===== src/rtl/transmissor_16.sv =====
// UART transmitter for 16-bit words: two back-to-back frames, high byte first,
// LSB first within each byte, optional even parity, one stop bit.
module transmissor_16 #(
  parameter int unsigned BAUD_RATE = 115200,
  parameter int unsigned CLOCK_HZ  = 50_000_000,
  parameter int unsigned PARITY    = 1
) (
  input  logic        clock,
  input  logic        reset,
  input  logic        partida,
  input  logic [15:0] data_in,
  output logic        tx_serial,
  output logic        ocupado,
  output logic        fim_transmitir,
  output logic [3:0]  db_estado
);

  localparam int unsigned BIT_T = CLOCK_HZ / BAUD_RATE;
  localparam int unsigned CW    = $clog2(BIT_T);
  localparam logic [CW-1:0] BAUD_LAST = CW'(BIT_T - 1);

  typedef enum logic [3:0] {
    OCIOSO   = 4'd0,
    PREPARA  = 4'd1,
    INICIO   = 4'd2,
    DADOS    = 4'd3,
    PARIDADE = 4'd4,
    PARADA   = 4'd5,
    FIM      = 4'd6
  } state_t;

  state_t          state, state_n;
  logic [15:0]     word, word_n;
  logic [7:0]      shift, shift_n;
  logic [2:0]      bit_cnt, bit_cnt_n;
  logic [CW-1:0]   baud, baud_n;
  logic            low_sel, low_sel_n;
  logic            tx, tx_n;
  logic            tick;
  logic            byte_par;

  assign tick     = (baud == BAUD_LAST);
  assign byte_par = low_sel ? ^word[7:0] : ^word[15:8];

  always_ff @(posedge clock or negedge reset) begin
    if (!reset) begin
      state   <= OCIOSO;
      word    <= '0;
      shift   <= '0;
      bit_cnt <= '0;
      baud    <= '0;
      low_sel <= 1'b0;
      tx      <= 1'b1;
    end else begin
      state   <= state_n;
      word    <= word_n;
      shift   <= shift_n;
      bit_cnt <= bit_cnt_n;
      baud    <= baud_n;
      low_sel <= low_sel_n;
      tx      <= tx_n;
    end
  end

  // tx_n carries the level of the bit being entered, so the line changes
  // on the same edge as the state and stays registered.
  always_comb begin
    state_n   = state;
    word_n    = word;
    shift_n   = shift;
    bit_cnt_n = bit_cnt;
    low_sel_n = low_sel;
    tx_n      = tx;
    baud_n    = tick ? '0 : baud + 1'b1;
    unique case (state)
      OCIOSO: begin
        baud_n = '0;
        tx_n   = 1'b1;
        if (partida) begin
          word_n    = data_in;
          low_sel_n = 1'b0;
          state_n   = PREPARA;
        end
      end
      PREPARA: begin
        baud_n    = '0;
        shift_n   = word[15:8];
        bit_cnt_n = '0;
        tx_n      = 1'b0;
        state_n   = INICIO;
      end
      INICIO: begin
        if (tick) begin
          state_n   = DADOS;
          tx_n      = shift[0];
          bit_cnt_n = '0;
        end
      end
      DADOS: begin
        if (tick) begin
          if (bit_cnt == 3'd7) begin
            if (PARITY != 0) begin
              state_n = PARIDADE;
              tx_n    = byte_par;
            end else begin
              state_n = PARADA;
              tx_n    = 1'b1;
            end
          end else begin
            shift_n   = {1'b0, shift[7:1]};
            tx_n      = shift[1];
            bit_cnt_n = bit_cnt + 3'd1;
          end
        end
      end
      PARIDADE: begin
        if (tick) begin
          state_n = PARADA;
          tx_n    = 1'b1;
        end
      end
      PARADA: begin
        if (tick) begin
          if (!low_sel) begin
            low_sel_n = 1'b1;
            shift_n   = word[7:0];
            tx_n      = 1'b0;
            state_n   = INICIO;
          end else begin
            state_n = FIM;
            tx_n    = 1'b1;
          end
        end
      end
      FIM: begin
        baud_n = '0;
        tx_n   = 1'b1;
        if (partida) begin
          word_n    = data_in;
          low_sel_n = 1'b0;
          state_n   = PREPARA;
        end else begin
          state_n = OCIOSO;
        end
      end
      default: begin
        baud_n  = '0;
        tx_n    = 1'b1;
        state_n = OCIOSO;
      end
    endcase
  end

  assign tx_serial      = tx;
  assign ocupado        = (state != OCIOSO) && (state != FIM);
  assign fim_transmitir = (state == FIM);
  assign db_estado      = state;

endmodule

===== config.mk =====
export PLATFORM = sky130hd
export DESIGN_NAME = transmissor_16
export DESIGN_NICKNAME = d
export VERILOG_FILES = /design/src/rtl/transmissor_16.sv
export SDC_FILE = /design/constraint.sdc
export NUM_CORES = 1
export LEC_CHECK = 0
export BUFFER_PORTS_ARGS = -buffer_cell sky130_fd_sc_hd__buf_2
export CAP_MARGIN = 25
export CORE_ASPECT_RATIO = 1.75
export CORE_MARGIN = 10
export CORE_UTILIZATION = 58
export DETAILED_ROUTE_END_ITERATION = 8
export PLACE_DENSITY = 0.75
export SYNTH_ARGS = -nofsm -noshare
export SYNTH_HDL_FRONTEND = slang
export SYNTH_SLANG_ARGS = --single-unit

===== constraint.sdc =====
create_clock -name clock -period 1.9 [get_ports clock]
set_input_delay 0.095 -clock clock [delete_from_list [all_inputs] [get_ports clock]]
set_output_delay 0.095 -clock clock [all_outputs]
set_load 0.01 [all_outputs]

After elaboration in Yosys (flattened, before gate mapping) --
Cells that the tools add are included.
Operators by class: add/subtract/negate cells 2, muxes and demuxes 30, equal/unequal tests 18, reduce and logical (&&, ||, !) cells 16
Operator list (count):
- 2-to-1 mux 8 bit | 4
- one-hot mux 4 bit (7 select lines) | 1
- 2-to-1 mux 4 bit | 6
- one-hot mux 8 bit (3 select lines) | 1
- 2-to-1 mux 9 bit | 2
- inequality test 2 bit, second input constant | 8
- parity 8 bit | 2
- equality test 4 x 3 -> 1 bit, second input constant | 3
- 2-to-1 mux 3 bit | 4
- adder 9 x 1 -> 9 bit, second input constant | 1
- equality test 9 bit, second input constant | 1
- 2-to-1 mux 1 bit | 9
- one-hot mux 3 bit (3 select lines) | 1
- equality test 4 x 2 -> 1 bit, second input constant | 2
- AND reduction 4 bit | 2
- AND reduction 6 bit | 1
- nonzero test 3 bit | 2
- one-hot mux 1 bit (5 select lines) | 1
- AND reduction 5 bit | 1
- equality test 4 x 1 -> 1 bit, second input constant | 1
- zero test 4 bit | 1
- inequality test 4 x 3 -> 1 bit, second input constant | 1
- nonzero test 4 bit | 1
- OR reduction 4 bit | 1
- other kinds (9) | 9
Storage, ports and cells: output and inout bits 7, bits in registers 42, input port bits 19, logic and storage cells 73

Depth between registers and ports, before layout --
word-level depth 5, depth in mapped cells 8, mapped depth without buffers 7

Worst setup path after synthesis --
OpenSTA, ideal clock, no wires.
kind register -> register, start register state[2] (netlist: db_estado[2]), end register word[0], buffers on the path 2, cell stages (with the launch flop) 7, period minus slack after synthesis 1.827 ns, data arrival time 1.702 ns, library setup time 0.125 ns, path slack 0.073 ns, cells stage by stage dfrtp_1 > buf_6 > nor2b_1 > or3_4 > nor2_8 > buf_12 > mux2_4
Between the ends: cells in the longest elaborated chain, start to end 3
RTL lines:
- start: declaration | RTL line 32 | state_t state, state_n;
- start signal: assignment | RTL line 55 | state <= state_n;
- equality test 4 x 3 -> 1 bit / zero test 4 bit (equally long branches) | RTL line 75 | unique case (state)
- OR reduction 2 bit (no source line) (*)
- AND reduction 2 bit (no source line) (*)
- end signal: assignment | RTL line 56 | word <= word_n;
- end: declaration | RTL line 33 | logic [15:0] word, word_n;
Mark *: on every way between the ends. The rest lies on a longest branch, timed or not. A chain may end at the register's enable or synchronous reset.

Worst setup path in the final report --
start register state[2] (netlist: db_estado[2]), end register word[12]
The elaborated chain is that of the path after synthesis.

==> impl_metrics.csv <==
group,metric,value,unit
synthesis,synth-seq-cells,41,
detailed_routing,vias,1483,
timing,final-hold-violation-count,0,
worst_setup_path,critPathLaunchType,"register",
placed_design,io_buffers,24,
placed_design,place_area,0.00238,mm^2
timing,max_freq,543,MHz
worst_setup_path,crit_start,"db_estado[2]",
floorplanning,fp.dieH,102,um
floorplanning,start_util,0.604,
timing,period_share,0.970,
synthesis,yosysSeqAreaShare,0.464,
final_layout,num_antenna_cells,0,
timing,timing.hold.ws,0.0242,ns
timing,finalMaxSlewViolations,0,
clock_tree,cts_tree,"yes",
timing,min_period,1.84,ns
final_layout,drive_above_1_share,0.341,
worst_setup_path,crit_fanout,17,
synthesis,syn_area_per_cell,11.5,um^2
pwr,p_leak,0.00123,uW
worst_setup_path,crit_buf_inv,1,
clock_tree,htree_levels,2,
hold_path,worstHoldStart,"data_in[6]",
global_route,grt_pass1_wl,7.47,mm
final_layout,final_common_cell,"dfrtp_1",
worst_setup_path,crit_path_end_kind,"register",
detailed_routing,first_pass_iters,4,
flow_run,cap_violations,0,
clock_tree,numCtsBuffers,5,
floorplanning,core_area,0.00366,mm^2
final_layout,area_growth,14.1,%
detailed_routing,vias_per_cell,5.45,
final_layout,final_cell_mix,"dfrtp_1, buf_2, nand2_1, xnor2_1, mux2_4",
synthesis,synth_fp_nets,215,
worst_setup_path,crit_family,"simple AND/OR/NAND/NOR gates",
worst_setup_path,crit_chain,"nor2b_1 > or3_4 > nor2_8 > buf_12 > mux2_2",
placed_design,dp_hpwl,3.32,mm
clock_tree,clkTransAtPathRegs,0.07,ns
detailed_routing,ant_nets,0,
final_layout,final-seq-area,0.00103,mm^2
floorplanning,die_w,66.7,um
worst_setup_path,r2r-start,"db_estado[2]",
synthesis,ys_types,39,
synthesis,synth_warnings,0,
pwr,p_per_area,672,mW/mm^2
detailed_routing,routedWlPerCell,16.7,um
timing,skew,0.00356,ns
worst_setup_path,slowest_stage,"dfrtp_2",
clock_tree,clk_latency,0.30,ns
worst_setup_path,required,2.08,ns
detailed_routing,drc,0,
timing,tightestPinTransition,0.897,ns
clock_tree,cts-root-buf,"clkbuf_8",
worst_setup_path,setup.worst_path.class,"register to register",
global_route,grt.total_usage,0.142,
global_route,grt_pass1_vias,1602,
clock_tree,cts.sinks,41,
timing,setup_violations,0,
floorplanning,std_cell_rows,29,
timing,tns,0,ns
synthesis,netlist_instances,192,
worst_setup_path,arrival,2.03,ns
detailed_routing,wl,4.53,mm
final_layout,finalInstanceArea,0.00252,mm^2
placed_design,globalplace.congestion,0.819,
global_route,grt.overflow.total,0,
timing,slew_headroom,0.402,
floorplanning,floorplan.io_pins,26,
final_layout,fin_util,0.689,
worst_setup_path,crit_path_max_incr_delay,0.47,ns
global_route,grt_max_degree,42,
final_layout,multiInputGateArea,0.00108,mm^2
hold_path,min_path_type,"input pin to register",
detailed_routing,drtIter0Drc,57,
global_route,antenna_found_initial,0,
synthesis,netlist_area,0.00221,mm^2
timing,rsz0062_at_grt,"yes",
floorplanning,dieArea,0.00678,mm^2
run_status,status,"finished clean",
final_layout,fillers,289,
clock_tree,clk_path_buf_depth,2,
placed_design,dp.cells,261,
final_layout,stdcell_count,272,
pwr,ir_worst_vdd,0.772,mV
final_layout,nNetsFinal,248,
-- area by class of cell --
cell class,count,area share
Clock inverter,1,0.00198
Sequential cell,41,0.408
Tap cell,46,0.0228
Timing Repair Buffer,35,0.0912
Clock buffer,7,0.0382
Inverter,7,0.0104
Multi-Input combinational cell,135,0.428
-- layer usage --
metal | vias to the layer above | wire (um) | track usage | part of all wire
met5 | - | 0 | 0 | 0
met4 | 0 | 84 | 0.0502 | 0.019
met3 | 7 | 193 | 0.0541 | 0.043
met2 | 18 | 2600 | 0.261 | 0.57
met1 | 743 | 1650 | 0.137 | 0.36
li1 | 715 | - | - | -
-- state kept, by name (all words and copies together) (netlist names) --
name	count
db_estado	3
baud	9
low_sel	1
word	16
shift	8
tx_serial	1
bit_cnt	3
-- power breakdown --
group          internal (uW)  switching [uW]
clock network            328             296
logic                   82.1            66.2
registers                899            25.2
total                   1310             388
-- cells by family (layout without fill, tap and decap cells) --
family	Yosys count	after routing	synth area share
flops	41	41	0.464
simple gates	54	54	0.129
fa+ha+maj	4	4	0.0226
buf+inv	16	50	0.0486
compound gates	27	27	0.0832
mux	28	28	0.167
xor+xnor	21	21	0.0831
other cells	1	1	0.00170
-- final timing paths --
check,slack [ns],endpoint,cells past startpoint
min in group asynchronous,0.45,word[0],2
min,0.02,word[6],2
max in group asynchronous,0.83,db_estado[1],2
min reg2reg,0.49,baud[0],1
max reg2reg,0.06,word[12],5
max,0.06,word[12],5
-- synthesized netlist by cell type (all sizes together) --
cell type,number,area share
nand2,21,0.036
conb,1,0.0017
and4b,1,0.0045
nor2,16,0.036
xor2,4,0.016
a21oi,5,0.013
mux2i,4,0.018
o21ai,7,0.016
or3,1,0.0051
o2bb2ai,2,0.0079
nand2b,1,0.0028
and3,3,0.0085
and4,1,0.0040
dfstp,1,0.012
a31oi,1,0.0028
nand4,1,0.0028
inv,7,0.012
a22o,3,0.012
o211a,1,0.0045
ha,4,0.023
mux2,24,0.15
dfrtp,40,0.45
xnor2,17,0.067
or2,1,0.0028
and3b,2,0.0085
nand3,3,0.0068
buf,9,0.037
o211ai,1,0.0034
a22oi,7,0.024
nor2b,3,0.012
-- worst reg2reg max path: cells and delay by family (launching register included) --
family	cells	cell delay, ns
buffers and inverters	1	0.18
and+or+nand+nor	3	0.73
muxes	1	0.36
DFF	1	0.47
-- through the flow --
step / setup slack, ns / total power, uW
5_1_grt: -0.0275 / 1770
4_1_cts: 0.00479 / 1720
3_3_place_gp: 0.0789 / 1080
3_5_place_dp: 0.0156 / 1090
6_report: 0.0574 / 1700
2_1_floorplan: 0.0734 / 1030
-- what timing repair did --
action	in CTS	in global routing
resized for setup	0	4
hold buffers	1	0
buffers inserted	0	2
endpoints found under the hold margin	40	0
endpoints found under the setup margin	0	24
Note: power is estimated with default switching activity, not from simulation.
